## src/rtl/pulse_req_gate_if.sv

```systemverilog
// Handshake and status bundle between a requester and the pulse_req_gate pacing stage.
interface pulse_req_gate_if;
   logic       req_valid;
   logic       req_ready;
   logic       pulse;
   logic       ack;
   logic       busy;
   logic       timeout;
   logic       stray_ack;
   logic [7:0] timeout_cnt;

   modport master (
      output req_valid, ack,
      input  req_ready, pulse, busy, timeout, stray_ack, timeout_cnt
   );

   modport slave (
      input  req_valid, ack,
      output req_ready, pulse, busy, timeout, stray_ack, timeout_cnt
   );
endinterface

```

## src/rtl/pulse_req_gate.sv

```systemverilog
// Paces requests into a cross-domain pulse synchronizer: one pulse per request, then
// hold off until ack (or timeout) plus a guard gap so pulses can never merge downstream.
module pulse_req_gate #(
   parameter int MIN_GAP = 4,
   parameter int TIMEOUT = 1024
) (
   input logic              clk,
   input logic              rst,
   pulse_req_gate_if.slave  bus
);
   localparam int TW = $clog2(TIMEOUT);
   localparam int GW = (MIN_GAP < 2) ? 1 : $clog2(MIN_GAP + 1);
   localparam logic [TW-1:0] T_LAST = TW'(TIMEOUT - 1);
   localparam logic [GW-1:0] G_LOAD = GW'(MIN_GAP);
   localparam logic [GW-1:0] G_ONE  = GW'(1);

   typedef enum logic [1:0] {IDLE, FIRE, WAIT_ACK, GAP} state_t;

   state_t        state, state_nxt;
   logic [TW-1:0] timer, timer_nxt;
   logic [GW-1:0] gap_cnt, gap_nxt;
   logic          to_hit;
   logic          timeout_r, stray_r;
   logic [7:0]    to_cnt;

   always_ff @(posedge clk or posedge rst) begin
      if (rst) begin
         state     <= IDLE;
         timer     <= '0;
         gap_cnt   <= '0;
         timeout_r <= 1'b0;
         stray_r   <= 1'b0;
         to_cnt    <= '0;
      end else begin
         state     <= state_nxt;
         timer     <= timer_nxt;
         gap_cnt   <= gap_nxt;
         timeout_r <= to_hit;
         // ack only has meaning while waiting for it; anywhere else it is flagged
         stray_r   <= bus.ack && (state != WAIT_ACK);
         if (to_hit && (to_cnt != 8'hFF))
            to_cnt <= to_cnt + 8'd1;
      end
   end

   always_comb begin
      state_nxt = state;
      timer_nxt = timer;
      gap_nxt   = gap_cnt;
      to_hit    = 1'b0;
      unique case (state)
         IDLE: begin
            if (bus.req_valid)
               state_nxt = FIRE;
         end
         FIRE: begin
            timer_nxt = '0;
            state_nxt = WAIT_ACK;
         end
         WAIT_ACK: begin
            timer_nxt = timer + 1'b1;
            // ack on the final timer cycle still counts as a normal completion
            if (bus.ack || (timer == T_LAST)) begin
               to_hit    = !bus.ack;
               gap_nxt   = G_LOAD;
               state_nxt = (MIN_GAP == 0) ? IDLE : GAP;
            end
         end
         GAP: begin
            gap_nxt = gap_cnt - 1'b1;
            if (gap_cnt == G_ONE)
               state_nxt = IDLE;
         end
         default: state_nxt = IDLE;
      endcase
   end

   assign bus.req_ready   = (state == IDLE);
   assign bus.pulse       = (state == FIRE);
   assign bus.busy        = (state != IDLE);
   assign bus.timeout     = timeout_r;
   assign bus.stray_ack   = stray_r;
   assign bus.timeout_cnt = to_cnt;
endmodule
```

## src/flat_wrapper.sv

```systemverilog
// flat-port wrapper written by rule: the top's interface ports become plain ports
module pulse_req_gate_flat 
#(
   parameter int MIN_GAP = 4,
   parameter int TIMEOUT = 1024
)
  (clk, rst, bus_req_valid, bus_ack, bus_req_ready, bus_pulse, bus_busy, bus_timeout, bus_stray_ack, bus_timeout_cnt);
  pulse_req_gate_if bus_i ();
  input logic clk;
  input logic rst;
  input wire logic [$bits(bus_i.req_valid)-1:0] bus_req_valid;
  input wire logic [$bits(bus_i.ack)-1:0] bus_ack;
  output wire logic [$bits(bus_i.req_ready)-1:0] bus_req_ready;
  output wire logic [$bits(bus_i.pulse)-1:0] bus_pulse;
  output wire logic [$bits(bus_i.busy)-1:0] bus_busy;
  output wire logic [$bits(bus_i.timeout)-1:0] bus_timeout;
  output wire logic [$bits(bus_i.stray_ack)-1:0] bus_stray_ack;
  output wire logic [$bits(bus_i.timeout_cnt)-1:0] bus_timeout_cnt;
  assign bus_i.req_valid = bus_req_valid;
  assign bus_i.ack = bus_ack;
  assign bus_req_ready = bus_i.req_ready;
  assign bus_pulse = bus_i.pulse;
  assign bus_busy = bus_i.busy;
  assign bus_timeout = bus_i.timeout;
  assign bus_stray_ack = bus_i.stray_ack;
  assign bus_timeout_cnt = bus_i.timeout_cnt;
  pulse_req_gate #(.MIN_GAP(MIN_GAP), .TIMEOUT(TIMEOUT)) u_core (.clk(clk), .rst(rst), .bus(bus_i));
endmodule
```

## config.mk

```make
export PLATFORM = sky130hd
export DESIGN_NAME = pulse_req_gate_flat
export DESIGN_NICKNAME = d
export VERILOG_FILES = /design/src/rtl/pulse_req_gate_if.sv /design/src/rtl/pulse_req_gate.sv /design/src/flat_wrapper.sv
export SDC_FILE = /design/constraint.sdc
export NUM_CORES = 1
export LEC_CHECK = 0
export CAP_MARGIN = 20
export CORE_MARGIN = 1.5
export CORE_UTILIZATION = 54
export DETAILED_ROUTE_END_ITERATION = 10
export GPL_TIMING_DRIVEN = 0
export PLACE_DENSITY = 0.76
export SLEW_MARGIN = 20
export SYNTH_ARGS = -nofsm -noshare
export SYNTH_HDL_FRONTEND = slang
export SYNTH_SLANG_ARGS = --single-unit
```

## constraint.sdc

```tcl
create_clock -name clk -period 2.2 [get_ports clk]
set_input_delay 0.44 -clock clk [delete_from_list [all_inputs] [get_ports clk]]
set_output_delay 0.44 -clock clk [all_outputs]
set_load 0.1 [all_outputs]
```

==> impl_metrics.tcl, run 1 <==
set metrics [dict create \
    synth_warnings 0 \
    finalSetupViolations 0 \
    seqCellArea_sq_um 625.6 \
    die_w_um 53.58 \
    final_max_slew_viol_count 0 \
    fin_worst_skew_ns 0.003972 \
    yosysMostFrequentCell "dfrtp_1" \
    fmax_ghz 0.4769 \
    path_clk_slew_ns 0.13 \
    numPortBuffers 16 \
    grt_pass1_wl_mm 4.443 \
    antenna_found_initial 0 \
    cts_hold_buf 0 \
    r2r_slack_ns 0.16 \
    layout-drive-gt1-share 0.1266 \
    tritoncts "yes" \
    yosysUniqueCellTypes 33 \
    multi_input_area_sq_um 716.9 \
    grt_start_max_net_pins 26 \
    die-area_sq_mm 0.002870 \
    fin_area_sq_mm 0.001618 \
    wirelength_mm 2.745 \
    fin_crit_sh 0.9531 \
    power_density_mw_per_mm2 1076 \
    ir_drop_mv 0.8275 \
    hold_viol_final 0 \
    io_pins 17 \
    core.rowCount 18 \
    grt_pass1_vias 987 \
    h-tree-depth 1 \
    fin_ws_ns 0.1032 \
    syn_area_per_cell_sq_um 10.01 \
    track_usage 0.2156 \
    path_cells "inv_1, ha_4, clkinvlp_4, clkdlybuf4s15_2" \
    synthCells 138 \
    syn_nets 151 \
    ctsResizeCount 19 \
    fillers 192 \
    drt_iter0_markers 27 \
    grt.overflow.total 0 \
    via_per_inst 5.787 \
    slew_headroom 0.3570 \
    hold_path.class "input port to async pin" \
    drc_errors 0 \
    placed_area_sq_mm 0.001595 \
    gp_congestion 0.8498 \
    r2r-end "u_core.bus.timeout_cnt[1]" \
    status "complete, no violations" \
    synth_edf_count 0 \
    crit_type "flop to output pin" \
    cp-start-kind "flop" \
    cp.required_ns 1.76 \
    synth_largest_area_cell "dfrtp_1" \
    numCtsBuffers 3 \
    endpoint_kind "output pin" \
    yosysTopAreaCellShare 0.4529 \
    worstSkewPairLatency_ns 0.31 \
    synth_area_sq_mm 0.001381 \
    holdWs_ns 0.5014 \
    antenna_left 0 \
    dp_hpwl_mm 2.052 \
    rsz0062_at_grt "false" \
    slowest_stage "clkdlybuf4s15_2" \
    drv_cap 0 \
    diodes 0 \
    die_h_um 53.58 \
    cts.sinks 25 \
    period_minus_slack_ns 2.097 \
    synthArstFlopShare 1.000 \
    critPathArrivalTime_ns 1.66 \
    crit_fanout 4 \
    reg2regPathDepth 7 \
    syn_to_final_growth_pct 17.12 \
    cts_setup_buffers 0 \
    wl_per_cell_um 14.60 \
    layout.nets 172 \
    seq_area_frac_synth 0.4529 \
    ys.flop_type "dfrtp_1" \
    initial_core_util 0.5627 \
    core-area_sq_mm 0.002455 \
    synth.area.top_cells "dfrtp_1 45%, ha_1 8.2%, o21ai_0 4.7%" \
    dr.pass1.iters 6 \
    root_buffer "clkbuf_4" \
    vias 1088 \
    power_leakage_nw 0.7662 \
    r2r_start "u_core.state[0]" \
    ys_seq_elements 25 \
    cts_max_path_buffers 2 \
    max_stage_delay_ns 0.55 \
    synth_common_cells "25 x dfrtp_1, 13 x o21ai_0, 12 x inv_1, 9 x ha_1" \
    dp_slack_ns -0.1153 \
    worst_pin_slew_ns 0.9683 \
]
## placed cells by master, fill, tap and decap left out, drive strengths merged
| cell | count |
|---|---|
| mux2i | 3 |
| clkinv | 1 |
| o21ai | 13 |
| nor4 | 2 |
| nor2 | 7 |
| a2bb2oi | 1 |
| clkinvlp | 1 |
| or3 | 1 |
| a31oi | 2 |
| clkdlybuf4s50 | 3 |
| nand3 | 8 |
| a21oi | 6 |
| nand2b | 2 |
| o2bb2ai | 3 |
| nand4 | 5 |
| and4 | 4 |
| ha | 9 |
| xor2 | 5 |
| nor2b | 1 |
| nand2 | 8 |
| mux2 | 2 |
| and3 | 1 |
| dfrtp | 25 |
| o31ai | 2 |
| inv | 10 |
| dlygate4sd2 | 10 |
| clkbuf | 6 |
| and2b | 1 |
| o211ai | 1 |
| or2 | 1 |
| a22o | 2 |
| xnor2 | 3 |
| clkdlybuf4s15 | 3 |
| nor4b | 1 |
| nor3 | 5 |
## power by group
part	internal, mW	total (mW)	switching (mW)
Clock	0.0709	0.204	0.133
Sequential	0.532	0.591	0.0592
Combinational	0.277	0.946	0.669
Total	0.880	1.74	0.861
## how the worst max path moves through the flow
stage,to,startpoint,slack [ns],cells after the start
2_1_floorplan,u_core.bus.timeout_cnt[1],u_core.bus.timeout_cnt[0],0.05,5
3_3_place_gp,bus_req_ready,u_core.state[0],-0.07,3
3_5_place_dp,bus_busy,u_core.state[0],-0.12,4
4_1_cts,u_core.bus.timeout_cnt[1],u_core.state[0],0.06,7
5_1_grt,u_core.bus.timeout_cnt[6],u_core.state[0],0.02,7
6_report,bus_busy,u_core.state[0],0.10,4
## per-layer routing
metal,track usage,vias up,share of wire
met1,0.2922,533,0.49
met2,0.3560,18,0.48
met4,0.03846,0,0.0055
met5,0,-,0
met3,0.05278,2,0.027
li1,-,535,-
## stage by stage
| stage | cells | total power, mW | setup TNS, ns | util |
|---|---|---|---|---|
| after detailed placement | 184 | 1.546 | -0.3075 | 0.6498 |
| after global routing | 188 | 1.858 | 0 | 0.6590 |
| final | 188 | 1.741 | 0 | 0.6590 |
| after floorplan | 138 | 1.345 | 0 | - |
| after global placement | 184 | 1.491 | -0.1938 | 0.6498 |
| after CTS | 188 | 1.741 | 0 | 0.6570 |
## cells by family after synthesis
kind of cell	after synthesis	share of synthesized area
AOI/OAI and AO/OA	30	0.1322
xor gates and xnor gates	8	0.05073
adders and majority gates	9	0.08152
buffers and inverters	14	0.03894
DFF	25	0.4529
muxes	5	0.03804
and+or+nand+nor	47	0.2056
## area by class of cell
class	count	share of cell area
Inverter	12	0.03016
Sequential cell	25	0.3867
Multi-Input combinational cell	99	0.4432
Timing Repair Buffer	16	0.09358
Clock buffer	4	0.01624
Buffer	2	0.006961
Tap cell	30	0.02320
## registers in the layout, indices dropped and copies added, names as in the netlist
name and cells:
u_core.bus.timeout 1, u_core.bus.timeout_cnt 8, u_core.gap_cnt 3, u_core.timer 10, u_core.bus.stray_ack 1, u_core.state 2
## critical path: cells and delay by family, from the launching register on
kind / cells / cell delay [ns]
buffers and inverters: 3 / 0.73
DFF: 1 / 0.41
adders and majority gates: 1 / 0.19
No activity file was read; power rests on OpenSTA's default activity.
==> run 2, diff against run 1 <==
--- a/config.mk
+++ b/config.mk
@@ -10,7 +10,7 @@
 export CORE_UTILIZATION = 54
 export DETAILED_ROUTE_END_ITERATION = 10
 export GPL_TIMING_DRIVEN = 0
-export PLACE_DENSITY = 0.76
+export PLACE_DENSITY = 0.78
 export SLEW_MARGIN = 20
 export SYNTH_ARGS = -nofsm -noshare
 export SYNTH_HDL_FRONTEND = slang
==> run 2 against run 1 <==
  * Routed wire length shrank 6.1%
  * Worst setup slack gained 0.022 ns
  * Count of clock-buffer cells in the layout is the same
  * Die area is the same
  * Final area shrank 0.15%
  * Non-clock buffer count is the same
  * Worst hold slack gained 0.019 ns
==> impl_metrics.tcl, run 2 (synthesized netlist as in run 1, its figures left out) <==
set metrics [dict create \
    tritoncts "yes" \
    dr.pass1.iters 4 \
    die-area_sq_mm 0.002870 \
    crit_fanout 6 \
    fin_ws_ns 0.1256 \
    path_clk_slew_ns 0.13 \
    fin_worst_skew_ns 0.008043 \
    root_buffer "clkbuf_4" \
    dp_slack_ns -0.08847 \
    wl_met2_mm 1.219 \
    power_leakage_nw 0.7689 \
    critPathArrivalTime_ns 1.63 \
    drv_cap 0 \
    ir_drop_mv 0.9583 \
    diodes 0 \
    via_per_inst 5.750 \
    initial_core_util 0.5627 \
    track_usage 0.1988 \
    path_cells "dlygate4sd2_1" \
    gp_congestion 0.8115 \
    holdWs_ns 0.5205 \
    slowest_stage "dlygate4sd2_1" \
    slew_headroom 0.3586 \
    dr_wl_met3_um 143 \
    antenna_left 0 \
    cts.sinks 25 \
    finalSetupViolations 0 \
    largest_register "u_core.timer" \
    core.rowCount 18 \
    r2r_slack_ns 0.22 \
    layout.nets 172 \
    rsz0062_at_grt "false" \
    crit_type "flop to output pin" \
    hold_path.class "flop to flop" \
    fmax_ghz 0.4821 \
    grt.overflow.total 0 \
    drt_iter0_markers 19 \
    layout-drive-gt1-share 0.1329 \
    final_common_cell "dfrtp_1" \
    drc_errors 0 \
    wl_per_cell_um 13.71 \
    fillers 201 \
    io_pins 17 \
    cts_hold_buf 0 \
    worstSkewPairLatency_ns 0.31 \
    fin_total_pwr_mw 1.701 \
    grt_pass1_wl_mm 4.140 \
    fin_area_sq_mm 0.001615 \
    cts_max_path_buffers 2 \
    power_density_mw_per_mm2 1053 \
    dr.max_layer_used "met4" \
    grt_pass1_vias 934 \
    worst_pin_slew_ns 0.9659 \
    h-tree-depth 1 \
    syn_to_final_growth_pct 16.94 \
    drt-met1-wl_mm 1.201 \
    core-area_sq_mm 0.002455 \
    mostFrequentLayoutCells "25 x dfrtp_1, 13 x o21ai_0, 10 x inv_1, 10 x dlygate4sd2_1" \
    grt_start_max_net_pins 26 \
    wirelength_mm 2.577 \
    cp-start-kind "flop" \
    dp_hpwl_mm 1.893 \
    hold_viol_final 0 \
    crit_family "buffers and inverters" \
    endpoint_kind "output pin" \
    vias 1081 \
    numPortBuffers 16 \
    max_stage_delay_ns 0.88 \
    die_h_um 53.58 \
    cts_setup_buffers 0 \
    die_w_um 53.58 \
    largest_reg_flops 10 \
    numCtsBuffers 3 \
    antenna_found_initial 0 \
    cp_num_buf_inv 1 \
    placed_area_sq_mm 0.001595 \
    fin_crit_sh 0.9429 \
    final_max_slew_viol_count 0 \
    period_minus_slack_ns 2.074 \
    cp.required_ns 1.76 \
    status "complete, no violations" \
]
[run 2: changes by cell type in the layout (fill, tap and decap cells not counted)]
| cell | before | now |
|---|---|---|
| buf_2 | 0 | 1 |
| clkbuf_4 | 4 | 3 |
| clkinv_1 | 1 | 0 |
| inv_2 | 0 | 1 |
[run 2: path summary, 6_finish.rpt]
| path | start | to | cells after the start |
|---|---|---|---|
| worst max-delay path | u_core.bus.timeout_cnt[3] | bus_timeout_cnt[3] | 1 |
| worst min-delay path | u_core.bus.timeout_cnt[7] | u_core.bus.timeout_cnt[7] | 1 |
| worst max register to register | u_core.state[0] | u_core.bus.timeout_cnt[6] | 7 |
| worst min register to register | u_core.bus.timeout_cnt[7] | u_core.bus.timeout_cnt[7] | 1 |
| max in group asynchronous | rst | u_core.state[1] | 2 |
| min in group asynchronous | rst | u_core.bus.timeout_cnt[7] | 2 |
[run 2: stage by stage]
step           std cells  setup TNS, ns    util
2_1_floorplan        138              0       -
3_3_place_gp         184        -0.1914  0.6498
3_5_place_dp         184        -0.2481  0.6498
4_1_cts              188              0  0.6570
5_1_grt              188              0  0.6580
6_report             188              0  0.6580
[run 2: power breakdown]
| part | total [mW] | internal [mW] | switching (mW) | leakage (nW) |
|---|---|---|---|---|
| logic | 0.915 | 0.270 | 0.645 | 0.419 |
| registers | 0.591 | 0.532 | 0.0587 | 0.335 |
| clock network | 0.195 | 0.0708 | 0.124 | 0.0150 |
[run 2: what timing repair did]
item                                   CTS  global route
pin swaps                                0             0
endpoints found under the hold margin    0             0
setup endpoints to repair               13             1
resized for setup                       19             2
[run 2: final cells by class]
cell class / count / area, sq um / area share
buffer: 2 / 8.758 / 0.005422
clock buffer: 4 / 26.28 / 0.01627
inverter: 12 / 48.80 / 0.03021
multi-input combinational: 99 / 716.9 / 0.4438
sequential: 25 / 625.6 / 0.3873
tap: 30 / 37.54 / 0.02324
timing repair buffer: 16 / 151.4 / 0.09373
[run 2: per-layer routing]
metal / GRT usage / vias up
li1: - / 534
met1: 0.2711 / 515
met2: 0.3210 / 30
met3: 0.05833 / 2
met4: 0.02991 / 0
met5: 0 / -
